$ cat src/rtl/multiword_add_sequencer_if.sv
`default_nettype none
// ============================================================================
//  Module   : multiword_add_sequencer_if
//  Brief    : Operand/result handshake bundle for multiword_add_sequencer.
//             Optional ovf signal present when SEQ_OVERFLOW_EN is defined.
//  Revision : 1.0
// ============================================================================
interface multiword_add_sequencer_if #(
    parameter int WORD_W = 32
);
    logic              in_valid;
    logic              in_ready;
    logic [WORD_W-1:0] a;
    logic [WORD_W-1:0] b;
    logic              cin;
    logic              out_valid;
    logic              out_ready;
    logic [WORD_W-1:0] sum;
    logic              cout;
`ifdef SEQ_OVERFLOW_EN
    logic              ovf;
`endif

    modport master (
        output in_valid,
        output a,
        output b,
        output cin,
        output out_ready,
        input  in_ready,
        input  out_valid,
        input  sum,
        input  cout
`ifdef SEQ_OVERFLOW_EN
        ,
        input  ovf
`endif
    );

    modport slave (
        input  in_valid,
        input  a,
        input  b,
        input  cin,
        input  out_ready,
        output in_ready,
        output out_valid,
        output sum,
        output cout
`ifdef SEQ_OVERFLOW_EN
        ,
        output ovf
`endif
    );
endinterface
`default_nettype wire

$ cat src/rtl/multiword_add_sequencer.sv
`default_nettype none
// ============================================================================
//  Module   : multiword_add_sequencer
//  Brief    : Sequential wide adder, one carry-select CHUNK_W slice per clock.
//             Define SEQ_OVERFLOW_EN to add the signed-overflow output ovf.
//  Revision : 1.0
// ============================================================================
module multiword_add_sequencer #(
    parameter int WORD_W  = 32,
    parameter int CHUNK_W = 4
) (
    input  logic                    clk,
    input  logic                    rst,
    multiword_add_sequencer_if.slave bus
);
    localparam int NCHUNK = WORD_W / CHUNK_W;
    localparam int CNT_W  = (NCHUNK > 2) ? $clog2(NCHUNK) : 1;
    localparam logic [CNT_W-1:0] C_LAST = CNT_W'(NCHUNK - 1);

    generate
        if (((WORD_W % CHUNK_W) != 0) || (NCHUNK < 2)) begin : g_bad_params
            $error("multiword_add_sequencer: WORD_W must be a multiple of CHUNK_W with at least two slices");
        end
    endgenerate

    typedef enum logic [1:0] {
        S_IDLE = 2'd0,
        S_RUN  = 2'd1,
        S_DONE = 2'd2
    } state_t;

    state_t              r_state;
    state_t              w_state_nxt;
    logic [WORD_W-1:0]   r_a;
    logic [WORD_W-1:0]   r_b;
    logic [WORD_W-1:0]   r_sum;
    logic                r_carry;
    logic                r_cout;
    logic [CNT_W-1:0]    r_cnt;
    logic                w_accept;
    logic                w_last;
    logic                w_in_ready;
    logic                w_out_valid;
    logic [31:0]         w_base;
    logic [CHUNK_W-1:0]  w_a_slice;
    logic [CHUNK_W-1:0]  w_b_slice;
    logic [CHUNK_W:0]    w_sel0;
    logic [CHUNK_W:0]    w_sel1;
    logic [CHUNK_W:0]    w_slice;

    always_ff @(posedge clk) begin
        if (rst) begin
            r_state <= S_IDLE;
        end else begin
            r_state <= w_state_nxt;
        end
    end

    always_comb begin
        w_state_nxt = r_state;
        w_in_ready  = 1'b0;
        w_out_valid = 1'b0;
        w_accept    = 1'b0;
        case (r_state)
            S_IDLE: begin
                w_in_ready = 1'b1;
                if (bus.in_valid) begin
                    w_accept    = 1'b1;
                    w_state_nxt = S_RUN;
                end
            end
            S_RUN: begin
                if (w_last) begin
                    w_state_nxt = S_DONE;
                end
            end
            S_DONE: begin
                w_out_valid = 1'b1;
                if (bus.out_ready) begin
                    w_state_nxt = S_IDLE;
                end
            end
            default: begin
                w_state_nxt = S_IDLE;
            end
        endcase
    end

    assign w_last = (r_state == S_RUN) && (r_cnt == C_LAST);

    // Carry-select slice: both candidate sums exist before the carry resolves.
    assign w_base    = 32'(r_cnt) * 32'(CHUNK_W);
    assign w_a_slice = r_a[w_base +: CHUNK_W];
    assign w_b_slice = r_b[w_base +: CHUNK_W];
    assign w_sel0    = {1'b0, w_a_slice} + {1'b0, w_b_slice};
    assign w_sel1    = {1'b0, w_a_slice} + {1'b0, w_b_slice} + (CHUNK_W+1)'(1);
    assign w_slice   = r_carry ? w_sel1 : w_sel0;

    always_ff @(posedge clk) begin
        if (rst) begin
            r_a     <= '0;
            r_b     <= '0;
            r_sum   <= '0;
            r_carry <= 1'b0;
            r_cout  <= 1'b0;
            r_cnt   <= '0;
        end else if (w_accept) begin
            r_a     <= bus.a;
            r_b     <= bus.b;
            r_carry <= bus.cin;
            r_sum   <= '0;
            r_cnt   <= '0;
        end else if (r_state == S_RUN) begin
            r_sum[w_base +: CHUNK_W] <= w_slice[CHUNK_W-1:0];
            r_carry                  <= w_slice[CHUNK_W];
            if (w_last) begin
                r_cout <= w_slice[CHUNK_W];
            end else begin
                r_cnt  <= r_cnt + CNT_W'(1);
            end
        end
    end

`ifdef SEQ_OVERFLOW_EN
    logic r_ovf;
    logic w_msb_carry_in;

    // The carry into the top bit is recovered from its own sum bit.
    assign w_msb_carry_in = w_a_slice[CHUNK_W-1] ^ w_b_slice[CHUNK_W-1] ^ w_slice[CHUNK_W-1];

    always_ff @(posedge clk) begin
        if (rst) begin
            r_ovf <= 1'b0;
        end else if (w_accept) begin
            r_ovf <= 1'b0;
        end else if (w_last) begin
            r_ovf <= w_msb_carry_in ^ w_slice[CHUNK_W];
        end
    end

    assign bus.ovf = r_ovf;
`endif

    assign bus.in_ready  = w_in_ready;
    assign bus.out_valid = w_out_valid;
    assign bus.sum       = r_sum;
    assign bus.cout      = r_cout;
endmodule
`default_nettype wire

$ cat src/flat_wrapper.sv
// flat-port wrapper written by rule: the top's interface ports become plain ports
module multiword_add_sequencer_flat 
#(
    parameter int WORD_W  = 32,
    parameter int CHUNK_W = 4
)
  (clk, rst, bus_in_valid, bus_a, bus_b, bus_cin, bus_out_ready, bus_in_ready, bus_out_valid, bus_sum, bus_cout);
  multiword_add_sequencer_if #(.WORD_W(WORD_W)) bus_i ();
  input  logic clk;
  input  logic rst;
  input wire logic [$bits(bus_i.in_valid)-1:0] bus_in_valid;
  input wire logic [$bits(bus_i.a)-1:0] bus_a;
  input wire logic [$bits(bus_i.b)-1:0] bus_b;
  input wire logic [$bits(bus_i.cin)-1:0] bus_cin;
  input wire logic [$bits(bus_i.out_ready)-1:0] bus_out_ready;
  output wire logic [$bits(bus_i.in_ready)-1:0] bus_in_ready;
  output wire logic [$bits(bus_i.out_valid)-1:0] bus_out_valid;
  output wire logic [$bits(bus_i.sum)-1:0] bus_sum;
  output wire logic [$bits(bus_i.cout)-1:0] bus_cout;
  assign bus_i.in_valid = bus_in_valid;
  assign bus_i.a = bus_a;
  assign bus_i.b = bus_b;
  assign bus_i.cin = bus_cin;
  assign bus_i.out_ready = bus_out_ready;
  assign bus_in_ready = bus_i.in_ready;
  assign bus_out_valid = bus_i.out_valid;
  assign bus_sum = bus_i.sum;
  assign bus_cout = bus_i.cout;
  multiword_add_sequencer #(.WORD_W(WORD_W), .CHUNK_W(CHUNK_W)) u_core (.clk(clk), .rst(rst), .bus(bus_i));
endmodule
$ cat config.mk
export PLATFORM = sky130hd
export DESIGN_NAME = multiword_add_sequencer_flat
export DESIGN_NICKNAME = d
export VERILOG_FILES = /design/src/rtl/multiword_add_sequencer_if.sv /design/src/rtl/multiword_add_sequencer.sv /design/src/flat_wrapper.sv
export SDC_FILE = /design/constraint.sdc
export NUM_CORES = 1
export LEC_CHECK = 0
export CAP_MARGIN = 10
export CORE_UTILIZATION = 54
export CTS_CLUSTER_DIAMETER = 30
export DETAILED_ROUTE_END_ITERATION = 16
export PLACE_DENSITY = 0.85
export SLEW_MARGIN = 20
export SYNTH_ARGS = -nofsm -noshare
export SYNTH_HDL_FRONTEND = slang
export SYNTH_SLANG_ARGS = --single-unit
$ cat constraint.sdc
create_clock -name clk -period 5.6 [get_ports clk]
set_input_delay 1.12 -clock clk [delete_from_list [all_inputs] [get_ports clk]]
set_output_delay 1.12 -clock clk [all_outputs]
set_load 0.01 [all_outputs]
==> results by group <==
Timing
  – Max_slew headroom: 29.28%
  – RSZ-0062 raised after global routing: no
  – Setup TNS Final: 0 ns
  – Least-Margin Pin Slew: 1.059 ns
  – Final Hold Vio Count: 0
  – Clock period minus worst slack: 3.690 ns
  – Skew final: 0.01210 ns
  – Slew Limit Fails: 0
  – Period utilization: 65.89%
  – Top achievable clock speed: 0.2710 GHz
  – Setup Viol. Count Final: 0

Floorplanning
  – Io pins: 104
  – Initial Util: 56.38%
  – Die X: 95.09 um
  – Rows: 33
  – Die Y: 95.09 um
  – Core ar.: 8299 sq um
  – DIE AREA: 9042 sq um

Clocking
  – CTS tree: built
  – H-tree depth: 3
  – Num CTS Buffers: 9
  – Clock latency at the later pin of the worst-skew pair: 0.36 ns
  – Hold buffers post-CTS: 0
  – CTS sink cnt: 103
  – Worst-case clock buffer depth: 2
  – Setup Fix Bufs, Post-CTS: 0
  – CTS root buf: clkbuf_8
  – Reg clk slew, reported paths: 0.09 ns
  – Post-cts resize count: 0

Setup path
  – Worst Path Required: 5.81 ns
  – CP Max Fanout: 16
  – Setup CP Type: reg -> reg
  – Startpoint Class: flip-flop
  – R2R Path End: u_core.bus.sum[21]$_SDFFE_PP0P_
  – Depth of the most critical reg-to-reg path: 13
  – CP endpoint kind: flip-flop
  – Arr. time, crit path: 3.90 ns
  – Reg2reg setup slack: 1.91 ns
  – Reg-to-Reg Start: u_core.r_cnt[0]$_SDFFE_PP0P_

Logic synthesis
  – Register area share after synthesis: 44.06%
  – Synth warnings: 0
  – Cell variety after synth: 49
  – Most used flip-flop cell after synthesis: dfxtp_1
  – Synthesized instance count: 554
  – Ys async rst share: 0%
  – Post-Synthesis Cell Area: 4679 sq um
  – Synthesized Nets: 636
  – Post-synth EDFFs: 0
  – Avg Cell Area, Syn: 8.447 sq um
  – Synth Register Bits: 103

GRT
  – Pin count of the biggest net entering global routing: 74
  – Number of global-route vias before repair: 3927
  – Initial antenna violation count: 0
  – GR Overflow Total: 0
  – First-pass GRT wire length: 17.91 mm
  – GRT Total Usage: 25.39%

Worst hold path
  – WHS Endpoint: u_core.r_a[18]$_SDFFE_PP0P_
  – WHS Path Cells: 2
  – Worst Hold Class: reg -> reg
  – Worst Hold Launch: u_core.r_a[18]$_SDFFE_PP0P_

Routing
  – # DRC: 0
  – Drt first pass iters: 5
  – Vias: 4104
  – Wirelength, routed: 10.93 mm
  – Final ANT Viol Nets: 0
  – DR vias/cell: 5.546
  – WL per Instance: 14.77 um
  – Drt initial violations: 225

Pwr
  – Power Total: 1421 uW
  – Peak VDD IR: 0.1291 mV
  – Power Dens Cells: 242.9 nW/um^2
  – Leakage: 0.002139 uW

Layout
  – Antenna cells: 0
  – Nets@finish: 715
  – Share of cells above drive strength 1: 7.087%
  – Layout area overhead: 25.05%
  – Final Instance Count excl. Fillers: 740

Job
  – Max-cap viol count: 0

Place
  – Post-DP HPWL: 7.922 mm
  – Placed instance count: 727
  – GPL Wtd Cong: 0.8521
  – Number of port buffers: 103

Run status
  – Status: complete, no violations
[sequential cells by signal, summed over array words and instances, names as in the netlist]
name             flops
u_core.r_b          32
u_core.r_cnt         3
u_core.bus.sum      32
u_core.bus.cout      1
u_core.r_state       2
u_core.r_carry       1
u_core.r_a          32
[cell usage in the layout (no fill, tap or decap), types with 4 or more instances in the layout]
cell / count
mux4_2: 16
clkbuf_8: 9
nor3_1: 8
ha_1: 12
mux2i_1: 17
and3_1: 5
clkdlybuf4s50_1: 102
o21ai_0: 7
nor2_1: 35
o22ai_1: 4
inv_1: 10
nand2_1: 166
a21oi_1: 79
nand2b_1: 8
nand4_1: 5
nand3_1: 6
dfxtp_1: 103
[critical path: stages (launching register included)]
cell and delay [ns]:
dfxtp_1 0.59, buf_4 0.38, mux4_2 0.54, nand2_1 0.08
nand2_1 0.06, ha_1 0.22, inv_1 0.07, fa_1 0.45
inv_1 0.08, ha_1 0.22, a21oi_1 0.48, nor3_1 0.13
mux2i_1 0.18, nor2_1 0.05
[logic make-up (layout without fill, tap and decap cells)]
kind of cell / count (synthesis) / after routing / synth area share (%)
and+or+nand+nor: 254 / 254 / 23.77
AOI/OAI and AO/OA: 97 / 97 / 11.04
DFF: 103 / 103 / 44.06
adders and majority gates: 13 / 13 / 3.636
xor gates and xnor gates: 5 / 5 / 1.257
buffers and inverters: 49 / 130 / 4.893
muxes: 33 / 33 / 11.34
[metrics by stage]
stage | worst slack, ns | hold slack [ns] | utilization [%] | instance area (sq um)
floorplan | 2.582 | 0.4331 | - | 4679
global placement | 2.022 | 0.4404 | 68.45 | 5680
detailed placement | 1.957 | 0.4471 | 68.45 | 5680
CTS | 1.923 | 0.4586 | 70.45 | 5847
global route | 1.613 | 0.4773 | 70.51 | 5852
finish | 1.910 | 0.4589 | 70.51 | 5852
[area by class of cell]
type | count | area, sq um
clock buffers | 11 | 131.4
clock inverters | 2 | 35.03
fillers | 633 | 2447
inverters | 11 | 41.29
multi-input cells | 402 | 2402
flip-flops and latches | 103 | 2062
well taps | 105 | 131.4
repair buffers | 106 | 1049
[cell usage after synthesis (3+ instances only)]
cell type / number / area share (%)
a21oi_1: 79 / 8.4
and2_1: 3 / 0.40
and3_1: 5 / 0.67
buf_2: 17 / 1.8
buf_4: 3 / 0.48
clkbuf_1: 11 / 0.88
clkbuf_2: 4 / 0.43
dfxtp_1: 103 / 44
ha_1: 12 / 3.2
inv_1: 10 / 0.80
mux2i_1: 17 / 3.6
mux4_2: 16 / 7.7
nand2_1: 167 / 13
nand2b_1: 8 / 1.1
nand3_1: 6 / 0.64
nand4_1: 5 / 0.67
nor2_1: 35 / 2.8
nor3_1: 8 / 0.86
nor3_2: 3 / 0.64
o21ai_0: 7 / 0.75
o22ai_1: 4 / 0.53
[how the worst max path moves through the flow]
| stage | cells after the start | slack (ns) | end | from |
|---|---|---|---|---|
| 6_report | 13 | 1.91 | u_core.bus.sum[21]$_SDFFE_PP0P_ | u_core.r_cnt[0]$_SDFFE_PP0P_ |
| 5_1_grt | 13 | 1.61 | u_core.bus.sum[21]$_SDFFE_PP0P_ | u_core.r_cnt[0]$_SDFFE_PP0P_ |
| 3_5_place_dp | 13 | 1.96 | u_core.bus.sum[21]$_SDFFE_PP0P_ | u_core.r_cnt[0]$_SDFFE_PP0P_ |
| 3_3_place_gp | 13 | 2.02 | u_core.bus.sum[25]$_SDFFE_PP0P_ | u_core.r_cnt[0]$_SDFFE_PP0P_ |
| 4_1_cts | 13 | 1.92 | u_core.bus.sum[21]$_SDFFE_PP0P_ | u_core.r_cnt[0]$_SDFFE_PP0P_ |
| 2_1_floorplan | 13 | 2.58 | u_core.bus.sum[2]$_SDFFE_PP0P_ | u_core.r_cnt[0]$_SDFFE_PP0P_ |
[metal layers]
layer	global-route usage, %	vias to the layer above	wire length [um]
li1	-	2012	-
met5	0	-	0
met1	32.60	1945	4714
met3	3.589	16	516
met4	7.323	0	134
met2	44.29	131	5561
[power by group]
part | leakage (uW) | switching (uW) | internal [uW]
logic | 0.00121 | 109 | 102
clock network | 0.0000851 | 229 | 200
registers | 0.000840 | 20.1 | 761
(Power assumes the default switching activity.)
